<file path="src/rtl/ser_link_tx_pkg.sv">
// Shared definitions for the serial NoC link: system flit width, the
// line-state encodings (also decoded by the peer serial receiver) and the
// even-parity helper used to build the frame trailer bit.
`ifndef HDR_SZ
`define HDR_SZ 4
`endif
`ifndef PL_SZ
`define PL_SZ 8
`endif
`ifndef ADDR_SZ
`define ADDR_SZ 4
`endif

package ser_link_tx_pkg;

    // Flit width used throughout the NoC: header + payload + address.
    localparam int FLIT_W_SYS = `HDR_SZ + `PL_SZ + `ADDR_SZ;

    // Widest flit the parity helper can fold.
    localparam int PAR_MAX_W = 64;

    // Line states; the 3-bit encoding is shared with the serial receiver.
    typedef enum logic [2:0] {
        SER_IDLE   = 3'd0,
        SER_START  = 3'd1,
        SER_DATA   = 3'd2,
        SER_PARITY = 3'd3,
        SER_GAP    = 3'd4
    } ser_state_e;

    // Even parity: XOR of all bits. Narrower flits are zero-extended,
    // which leaves the XOR unchanged.
    function automatic logic even_parity(input logic [PAR_MAX_W-1:0] d);
        return ^d;
    endfunction

endpackage

</file>
<file path="src/rtl/ser_tx_buf.sv">
// Two-entry flit buffer for the serial link transmitter.
//   SR (shift register slot) holds the flit currently being framed;
//   HR (holding register) holds the next one.
// Ports:
//   clk, reset      - link clock, synchronous active-high reset
//   item_i, valid_i - upstream flit and its valid
//   fsm_idle_i      - framer is in IDLE (direct load into SR allowed)
//   sr_release_i    - SR frees on this edge (frame and forced gap done)
//   busy_o          - HR full, no flit can be accepted (registered)
//   sr_full_o       - SR holds a flit waiting for / in transmission
//   sr_data_o       - flit in SR
module ser_tx_buf
    import ser_link_tx_pkg::*;
#(
    parameter int unsigned FLIT_W = FLIT_W_SYS
) (
    input  logic              clk,
    input  logic              reset,
    input  logic [FLIT_W-1:0] item_i,
    input  logic              valid_i,
    input  logic              fsm_idle_i,
    input  logic              sr_release_i,
    output logic              busy_o,
    output logic              sr_full_o,
    output logic [FLIT_W-1:0] sr_data_o
);

    logic              hr_full_q, hr_full_d;
    logic              sr_full_q, sr_full_d;
    logic [FLIT_W-1:0] hr_data_q, hr_data_d;
    logic [FLIT_W-1:0] sr_data_q, sr_data_d;
    logic              accept;
    logic              sr_open;

    // Next-state of both slots: HR refills SR first, then a new flit lands
    // in SR (only when the framer is idle and SR empty) or else in HR.
    always_comb begin
        accept    = valid_i && !hr_full_q;
        sr_open   = !sr_full_q || sr_release_i;
        hr_full_d = hr_full_q;
        hr_data_d = hr_data_q;
        sr_full_d = sr_full_q;
        sr_data_d = sr_data_q;
        if (sr_open && hr_full_q) begin
            // HR full means busy was high, so no accept can coincide here.
            sr_full_d = 1'b1;
            sr_data_d = hr_data_q;
            hr_full_d = 1'b0;
        end else if (accept && !sr_full_q && fsm_idle_i) begin
            sr_full_d = 1'b1;
            sr_data_d = item_i;
        end else if (accept) begin
            // Includes the edge SR frees with HR empty: the flit parks in HR
            // and moves to the empty SR on the following edge.
            hr_full_d = 1'b1;
            hr_data_d = item_i;
            sr_full_d = sr_full_q && !sr_release_i;
        end else begin
            sr_full_d = sr_full_q && !sr_release_i;
        end
    end

    // Slot registers with synchronous reset.
    always_ff @(posedge clk) begin
        if (reset) begin
            hr_full_q <= 1'b0;
            sr_full_q <= 1'b0;
            hr_data_q <= '0;
            sr_data_q <= '0;
        end else begin
            hr_full_q <= hr_full_d;
            sr_full_q <= sr_full_d;
            hr_data_q <= hr_data_d;
            sr_data_q <= sr_data_d;
        end
    end

    assign busy_o    = hr_full_q;
    assign sr_full_o = sr_full_q;
    assign sr_data_o = sr_data_q;

endmodule

</file>
<file path="src/rtl/ser_link_tx.sv">
// Serial link transmitter for one router output direction.
// Frames each flit as: start bit (1), FLIT_W data bits LSB first, optional
// even-parity bit, then low idle time before the next start bit.
// Ports:
//   clk, reset  - link clock, synchronous active-high reset
//   item_in     - flit from the router output stage / NI
//   valid       - item_in valid; held by upstream while busy
//   busy        - no flit can be accepted this cycle
//   ser_data    - serial line, idle low, registered
//   ser_busy    - downstream receiver cannot take a new frame
//   active      - frame or forced gap in progress
//   flit_count  - frames completely sent, wraps modulo 2^20
module ser_link_tx
    import ser_link_tx_pkg::*;
#(
    parameter int unsigned FLIT_W    = FLIT_W_SYS,
    parameter bit          PARITY_EN = 1'b1,
    parameter int unsigned GAP       = 1
) (
    input  logic              clk,
    input  logic              reset,
    input  logic [FLIT_W-1:0] item_in,
    input  logic              valid,
    output logic              busy,
    output logic              ser_data,
    input  logic              ser_busy,
    output logic              active,
    output logic [19:0]       flit_count
);

    localparam int unsigned     CNT_W    = $clog2(FLIT_W);
    localparam logic [CNT_W-1:0] LAST_IDX = CNT_W'(FLIT_W - 1);
    localparam logic [CNT_W-1:0] IDX_ONE  = {{(CNT_W-1){1'b0}}, 1'b1};
    // The mandatory IDLE cycle (SR-full check) is itself a low line cycle,
    // so it counts as the first gap cycle. A GAP state is only needed for
    // the remaining GAP-1 cycles; GAP of 0 or 1 goes straight to IDLE.
    localparam bit               GAP_STATE_EN = (GAP > 1);
    localparam logic [2:0]       GAP_LOAD     = GAP_STATE_EN ? 3'(GAP - 2) : 3'd0;

    ser_state_e        state_q;
    logic [FLIT_W-1:0] shift_q;
    logic [CNT_W-1:0]  bit_idx_q;
    logic [2:0]        gap_cnt_q;
    logic              parity_q;
    logic              ser_data_q;
    logic              active_q;
    logic [19:0]       flit_count_q;

    logic              sr_full;
    logic [FLIT_W-1:0] sr_data;
    logic              sr_release;
    logic              fsm_idle;

    ser_tx_buf #(
        .FLIT_W (FLIT_W)
    ) u_buf (
        .clk          (clk),
        .reset        (reset),
        .item_i       (item_in),
        .valid_i      (valid),
        .fsm_idle_i   (fsm_idle),
        .sr_release_i (sr_release),
        .busy_o       (busy),
        .sr_full_o    (sr_full),
        .sr_data_o    (sr_data)
    );

    // SR is released on the edge that ends the low time owned by the frame.
    always_comb begin
        fsm_idle   = (state_q == SER_IDLE);
        sr_release = 1'b0;
        case (state_q)
            SER_DATA:   sr_release = (bit_idx_q == LAST_IDX) && !PARITY_EN && !GAP_STATE_EN;
            SER_PARITY: sr_release = !GAP_STATE_EN;
            SER_GAP:    sr_release = (gap_cnt_q == 3'd0);
            default:    sr_release = 1'b0;
        endcase
    end

    // Framer FSM with shifter, bit/gap counters and registered line outputs.
    always_ff @(posedge clk) begin
        if (reset) begin
            state_q      <= SER_IDLE;
            shift_q      <= '0;
            bit_idx_q    <= '0;
            gap_cnt_q    <= 3'd0;
            parity_q     <= 1'b0;
            ser_data_q   <= 1'b0;
            active_q     <= 1'b0;
            flit_count_q <= 20'd0;
        end else begin
            case (state_q)
                SER_IDLE: begin
                    // ser_busy is only looked at here; a started frame always completes.
                    if (sr_full && !ser_busy) begin
                        state_q    <= SER_START;
                        ser_data_q <= 1'b1;
                        active_q   <= 1'b1;
                        shift_q    <= sr_data;
                        parity_q   <= even_parity(PAR_MAX_W'(sr_data));
                    end else begin
                        ser_data_q <= 1'b0;
                        active_q   <= 1'b0;
                    end
                end
                SER_START: begin
                    state_q    <= SER_DATA;
                    ser_data_q <= shift_q[0];
                    shift_q    <= {1'b0, shift_q[FLIT_W-1:1]};
                    bit_idx_q  <= '0;
                end
                SER_DATA: begin
                    if (bit_idx_q != LAST_IDX) begin
                        ser_data_q <= shift_q[0];
                        shift_q    <= {1'b0, shift_q[FLIT_W-1:1]};
                        bit_idx_q  <= bit_idx_q + IDX_ONE;
                    end else if (PARITY_EN) begin
                        state_q    <= SER_PARITY;
                        ser_data_q <= parity_q;
                    end else if (GAP_STATE_EN) begin
                        state_q      <= SER_GAP;
                        gap_cnt_q    <= GAP_LOAD;
                        ser_data_q   <= 1'b0;
                        flit_count_q <= flit_count_q + 20'd1;
                    end else begin
                        state_q      <= SER_IDLE;
                        ser_data_q   <= 1'b0;
                        active_q     <= 1'b0;
                        flit_count_q <= flit_count_q + 20'd1;
                    end
                end
                SER_PARITY: begin
                    ser_data_q   <= 1'b0;
                    flit_count_q <= flit_count_q + 20'd1;
                    if (GAP_STATE_EN) begin
                        state_q   <= SER_GAP;
                        gap_cnt_q <= GAP_LOAD;
                    end else begin
                        state_q  <= SER_IDLE;
                        active_q <= 1'b0;
                    end
                end
                SER_GAP: begin
                    ser_data_q <= 1'b0;
                    if (gap_cnt_q == 3'd0) begin
                        state_q  <= SER_IDLE;
                        active_q <= 1'b0;
                    end else begin
                        gap_cnt_q <= gap_cnt_q - 3'd1;
                    end
                end
                default: begin
                    state_q    <= SER_IDLE;
                    ser_data_q <= 1'b0;
                    active_q   <= 1'b0;
                end
            endcase
        end
    end

    assign ser_data   = ser_data_q;
    assign active     = active_q;
    assign flit_count = flit_count_q;

endmodule
</file>
<file path="config.mk">
export PLATFORM = sky130hd
export DESIGN_NAME = ser_link_tx
export DESIGN_NICKNAME = d
export VERILOG_FILES = /design/src/rtl/ser_link_tx_pkg.sv /design/src/rtl/ser_tx_buf.sv /design/src/rtl/ser_link_tx.sv
export SDC_FILE = /design/constraint.sdc
export NUM_CORES = 1
export LEC_CHECK = 0
export CORE_UTILIZATION = 40
export CTS_CLUSTER_DIAMETER = 80
export CTS_CLUSTER_SIZE = 30
export DETAILED_ROUTE_END_ITERATION = 8
export GPL_ROUTABILITY_DRIVEN = 0
export PLACE_DENSITY = 0.74
export SLEW_MARGIN = 30
export SYNTH_ARGS = -nofsm -noshare
export SYNTH_HDL_FRONTEND = slang
export SYNTH_SLANG_ARGS = --single-unit
</file>
<file path="constraint.sdc">
create_clock -name clk -period 1.75 [get_ports clk]
set_input_delay 0.175 -clock clk [delete_from_list [all_inputs] [get_ports clk]]
set_output_delay 0.175 -clock clk [all_outputs]
set_load 0.01 [all_outputs]
</file>
# After elaboration in Yosys (flattened, before gate mapping)

Cells that the tools add are included.

Input port bits: 20
Word-level logic and storage cells: 74
Output and inout bits: 23
Bits in registers: 83

Bitwise operators: 4
Eq/ne operators: 9
$add $sub $neg: 3
Mux-type cells: 19
Reductions and logical operators: 27

Operators with widths:

| kind                                          | count |
|---|---|
| 2-to-1 mux 16 bit                             | 4 |
| XOR reduction 64 bit                          | 1 |
| one-hot mux 16 bit (3 select lines)           | 1 |
| adder 20 x 1 -> 20 bit, second input constant | 1 |
| one-hot mux 3 bit (4 select lines)            | 1 |
| AND reduction 2 bit                           | 5 |
| 2-to-1 mux 3 bit                              | 3 |
| AND reduction 3 bit                           | 3 |
| != test 2 bit, second input constant          | 4 |
| one-hot mux 4 bit (2 select lines)            | 1 |
| == test 3 x 2 -> 1 bit, second input constant | 2 |
| logical AND 1 bit                             | 6 |
| zero test 3 bit                               | 2 |
| one-hot mux 1 bit (3 select lines)            | 2 |
| 2-to-1 mux 1 bit                              | 5 |
| adder 4 x 1 -> 4 bit, second input constant   | 1 |
| zero test 1 bit                               | 4 |
| 2-to-1 mux 4 bit                              | 1 |
| != test 4 bit, second input constant          | 1 |
| NOT 1 bit                                     | 4 |
| nonzero test 2 bit                            | 2 |
| OR reduction 2 bit                            | 2 |
| == test 3 x 1 -> 1 bit, second input constant | 1 |
| == test 3 bit, second input constant          | 1 |
| other kinds (4)                               | 4 |

# Logic depth before layout (Yosys ltp)

Depth after elaboration: 6
Mapped depth: 8
Mapped depth without buffers: 7

# By module

From an unflattened synthesis, not the netlist that was laid out.

Cell total of the unflattened synthesis: 416
Area, all modules: 3749.8 um^2

Modules (own cells, without submodules):

| module      | cells an instance | sequential area each (um^2) | times used | area each (um^2) |
|---|---|---|---|---|
| ser_link_tx | 232               | 900.9                       | 1          | 2177.1 |
| ser_tx_buf  | 184               | 680.7                       | 1          | 1572.8 |

# Worst setup path after synthesis

No wires, ideal clock.

Path type: register to register
Start point: register state_q[0]
End point: register u_buf.hr_data_q[1]
Slack: 0.047 ns
Data arrival time: 1.575 ns
Stages on the path, launching flop included: 9
Required time: 1.622 ns
Cell sequence: dfxtp_1 -> inv_1 -> ha_1 -> nor2b_2 -> nor3b_1 -> buf_4 -> buf_4 -> mux2i_1 -> nor2_1

Cells in the longest elaborated chain, start to end: 6

Ends and longest elaborated chain:

| element                                                        | RTL line           | source |
|---|---|---|
| start: declaration                                             | ser_link_tx.sv:40  | `ser_state_e state_q;` |
| start signal: assignment                                       | ser_link_tx.sv:83  | `state_q <= SER_IDLE;` |
| start signal: assignment                                       | ser_link_tx.sv:96  | `state_q <= SER_START;` |
| start signal: assignment                                       | ser_link_tx.sv:107 | `state_q <= SER_DATA;` |
| == test 3 bit / == test 3 x 2 -> 1 bit (equally long branches) | ser_link_tx.sv:72  | `case (state_q)` |
| one-hot mux 1 bit (2 select lines)                             | ser_link_tx.sv:72  |  |
| logical OR 1 bit                                               | ser_tx_buf.sv:39   | `sr_open = !sr_full_q \|\| sr_release_i;` |
| logical AND 1 bit                                              | ser_tx_buf.sv:44   | `if (sr_open && hr_full_q) begin` |
| NOT 1 bit (no line)                                            | n/a                |  |
| AND reduction 3 bit (no line) (*)                              | n/a                |  |
| end signal: assignment                                         | ser_tx_buf.sv:73   | `hr_data_q <= hr_data_d;` |
| end: declaration                                               | ser_tx_buf.sv:30   | `logic [FLIT_W-1:0] hr_data_q, hr_data_d;` |

Mark *: on every way between the ends. The rest lies on a longest branch, timed or not.
A chain may end at the register's enable or synchronous reset.

# Worst setup path in the final report

Start point: register state_q[0]
End point: register u_buf.sr_data_q[1] (netlist: u_buf.sr_data_o[1])

Cells in the longest elaborated chain, start to end: 5

Ends and longest elaborated chain:

| element                                                        | RTL line          | source |
|---|---|---|
| == test 3 bit / == test 3 x 2 -> 1 bit (equally long branches) | ser_link_tx.sv:72 |  |
| one-hot mux 1 bit (2 select lines)                             | ser_link_tx.sv:72 |  |
| logical OR 1 bit                                               | ser_tx_buf.sv:39  |  |
| logical AND 1 bit                                              | ser_tx_buf.sv:44  |  |
| 2-to-1 mux 16 bit / nonzero test 2 bit (equally long branches) | n/a               |  |
| end signal: assignment                                         | ser_tx_buf.sv:74  | `sr_data_q <= sr_data_d;` |
| end: declaration                                               | ser_tx_buf.sv:31  | `logic [FLIT_W-1:0] sr_data_q, sr_data_d;` |

Several ways; a longest one is shown, not always the timed one.

==> reports/qor.yml <==
synth_fp_nets: 393
cpPeakStageDelay_ps: 340
synth.distinct_cells: 34
synth_common_cells: "nor2_1, dfxtp_1, mux2i_1"
synth_area_per_cell_um2: 9.57
die_h_um: 95.7
finalClockSkew_ps: 9.48
initial_utilization_pct: 42.1
synth_top_family_by_area: "simple AND/OR/NAND/NOR gates"
synth-edff-count: 0
internal_power_uw: 5300
worstSetupPathType: "flop to flop"
yosys.cell_count.top_type: "nor2_1"
p_leak_uw: 0.00170
multi_input_area_mm2: 0.00185
first_iter_violations: 82
worst_path_max_delay_cell: "dfxtp_2"
synthXorXnorAreaFrac_pct: 8.23
dp_hpwl_mm: 4.58
yosys_warnings: 0
ys_ff_latch: 79
cp_top_family: "simple AND/OR/NAND/NOR gates"
grt_pass1_wl_mm: 11.8
ctsHoldBuffers: 0
rsz0062_at_grt: "true"
seq_power_share_pct: 32.6
wirelength_mm: 7.58
start_kind: "flop"
seq_area_frac_synth_pct: 45.0
layout.nets: 445
slew_headroom_pct: 77.0
p_per_area_mw_per_mm2: 1810
hp-class: "input port to flop"
synth-simple-area-share_pct: 16.9
worst_ep_arrival_time_ps: 2030
synthAdderAreaFrac_pct: 2.14
dieArea_mm2: 0.00916
r2r-end: "u_buf.sr_data_o[1]"
antenna_found_initial: 0
clockBufferDepth: 2
ff_latch_area_mm2: 0.00158
setup_viol: 1
dieWidth_um: 95.7
hold_viol: 0
slew_violations: 0
post_synth_instance_area_mm2: 0.00351
core-area_mm2: 0.00834
power_frac_clock_pct: 19.9
pre_cts_slack_ps: 6.64
synthTopCellsByArea: "dfxtp_1, mux2i_1, nor2_1, a211oi_1, xnor2_1"
worst_slew_pin_slew_ps: 344
grt_pass1_vias: 2667
row_count: 33
layout_setup_ws_ps: -44.8
ioPinCount: 43
clk_pin_slew_ps: 90
fin_crit_ps: 1790
p_total_uw: 8240
switching_share_pct: 35.7
final_core_util_pct: 54.5
cts-root-buf: "clkbuf_8"
violations: "setup timing"
clock_sinks: 79
n_antenna_cell: 0
ys_async_sr_fraction_pct: 0
clk-insertion-delay-late_ps: 360
cts_tree: "built"
min_path_cells: 3
synthFlopType: "dfxtp_1"
area_growth_pct: 29.5
synth_top_area_cell: "dfxtp_1"
vdd.ir_drop.worst_v: 0.00107
cp_max_fo: 9
h-tree-depth: 3
dr.pass1.iters: 4
grt_max_degree: 79
crit_chain: "inv_1, ha_2, nor2b_4, and3b_2, buf_12, mux2i_1, a211oi_2"
via_per_inst: 5.12
wl_per_cell_um: 14.3
track_usage_pct: 16.5
worstPathRequired_ps: 1990
hp-start: "reset"
cts_buffers: 9
p_switching_uw: 2940
vias: 2708
r2r_slack_ps: -40
synth-compound-area-share_pct: 8.59
max_cap_viol_count: 0
port_buffers: 42
synthDominantCellAreaShare_pct: 45.0
drcViolationCount: 0
r2r_start: "state_q[0]"
pwr-share-comb_pct: 47.5
critPathBufInv: 2
fill_cells: 716
holdPathEnd: "bit_idx_q[1]"
overflow: 0
synthCells: 367
crit_path_end_kind: "flop"
ant_nets: 0
synthMuxAreaShare_pct: 15.2
fmax_ghz: 0.557
layout_worst_path_cycle_share_pct: 103
worstRegToRegCells: 7
layout-drive-gt1-share_pct: 13.2
outcome: "finished with violations"
metrics by stage:
stage,std cells,area (um2),hold slack [ps],TNS [ps]
floorplan,367,3510,322,0
global placement,506,4120,456,0
detailed placement,506,4120,460,0
CTS,522,4370,302,0
global route,529,4550,330,-323
finish,529,4550,308,-44.8
cell families (layout without fill, tap and decap cells):
kind of cell               after synthesis  in the layout
and+or+nand+nor                        128            128
DFF                                     79             79
muxes                                   53             53
AOI/OAI and AO/OA                       42             42
xor gates and xnor gates                33             33
buffers and inverters                   26             83
adders and majority gates                6              6
worst max path at each step:
stage / cells after the start / endpoint / startpoint / slack (ps)
global route: 7 / u_buf.sr_data_o[1] / state_q[0] / -70
global placement: 7 / shift_q[9] / state_q[0] / 120
finish: 7 / u_buf.sr_data_o[1] / state_q[0] / -40
floorplan: 8 / u_buf.hr_data_q[1] / state_q[0] / 50
CTS: 7 / u_buf.sr_data_o[9] / state_q[1] / 30
detailed placement: 7 / shift_q[12] / state_q[0] / 7
repair_timing:
action                     CTS  global route
pin swaps                    0             3
resized for setup            1            14
setup buffers                0             3
setup endpoints to repair    1            47
cloned                       0             4
final cells by class:
| class | count | area share, % |
|---|---|---|
| clock buffers | 9 | 2.73 |
| multi-input cells | 262 | 40.7 |
| clock inverters | 7 | 2.67 |
| well taps | 105 | 2.89 |
| inverters | 4 | 0.330 |
| repair buffers | 63 | 15.8 |
| flip-flops and latches | 79 | 34.8 |
power groups by stage:
stage / Sequential [uW] / Combinational (uW) / Clock, uW
floorplan: 2600 / 2630 / 0
global placement: 2690 / 3180 / 0
detailed placement: 2700 / 3290 / 0
CTS: 2670 / 3330 / 1680
global route: 2750 / 4200 / 1740
finish: 2690 / 3910 / 1640
flip-flops by register name, indices dropped and copies added, names as in the netlist:
signal / count
parity_q: 1
ser_data: 1
active: 1
u_buf.hr_data_q: 16
shift_q: 16
u_buf.busy_o: 1
flit_count: 20
bit_idx_q: 4
u_buf.sr_full_o: 1
u_buf.sr_data_o: 16
state_q: 2
worst min-delay path, stage by stage:
cell and delay [ps]:
buf_2 110, buf_12 210, nor2_1 120
cell usage in the layout, fill, tap and decap left out, types with 3 or more instances in the layout:
| cell | synthesis | layout |
|---|---|---|
| nand2_1 | 10 | 10 |
| clkinv_4 | 0 | 3 |
| and3_1 | 3 | 3 |
| nand4_1 | 8 | 8 |
| xnor2_1 | 17 | 17 |
| clkbuf_8 | 0 | 9 |
| dfxtp_1 | 79 | 77 |
| nor2_1 | 82 | 82 |
| bufinv_16 | 0 | 3 |
| and4_1 | 4 | 4 |
| nand3_1 | 4 | 4 |
| a211oi_1 | 32 | 30 |
| clkdlybuf4s50_1 | 0 | 41 |
| buf_4 | 2 | 11 |
| xor2_1 | 16 | 16 |
| inv_1 | 4 | 4 |
| a21oi_1 | 5 | 5 |
| clkbuf_16 | 0 | 4 |
| ha_1 | 6 | 4 |
| nand2b_1 | 5 | 5 |
| mux2i_1 | 51 | 51 |
| a211oi_2 | 1 | 3 |
| buf_12 | 1 | 6 |
per-layer routing:
layer / track usage, % / routed length (um) / vias up
li1: - / - / 1373
met1: 20.1 / 3500 / 1288
met2: 28.1 / 3780 / 34
met3: 3.11 / 169 / 13
met4: 7.84 / 127 / 0
met5: 0 / 0 / -
(Power assumes the default switching activity.)
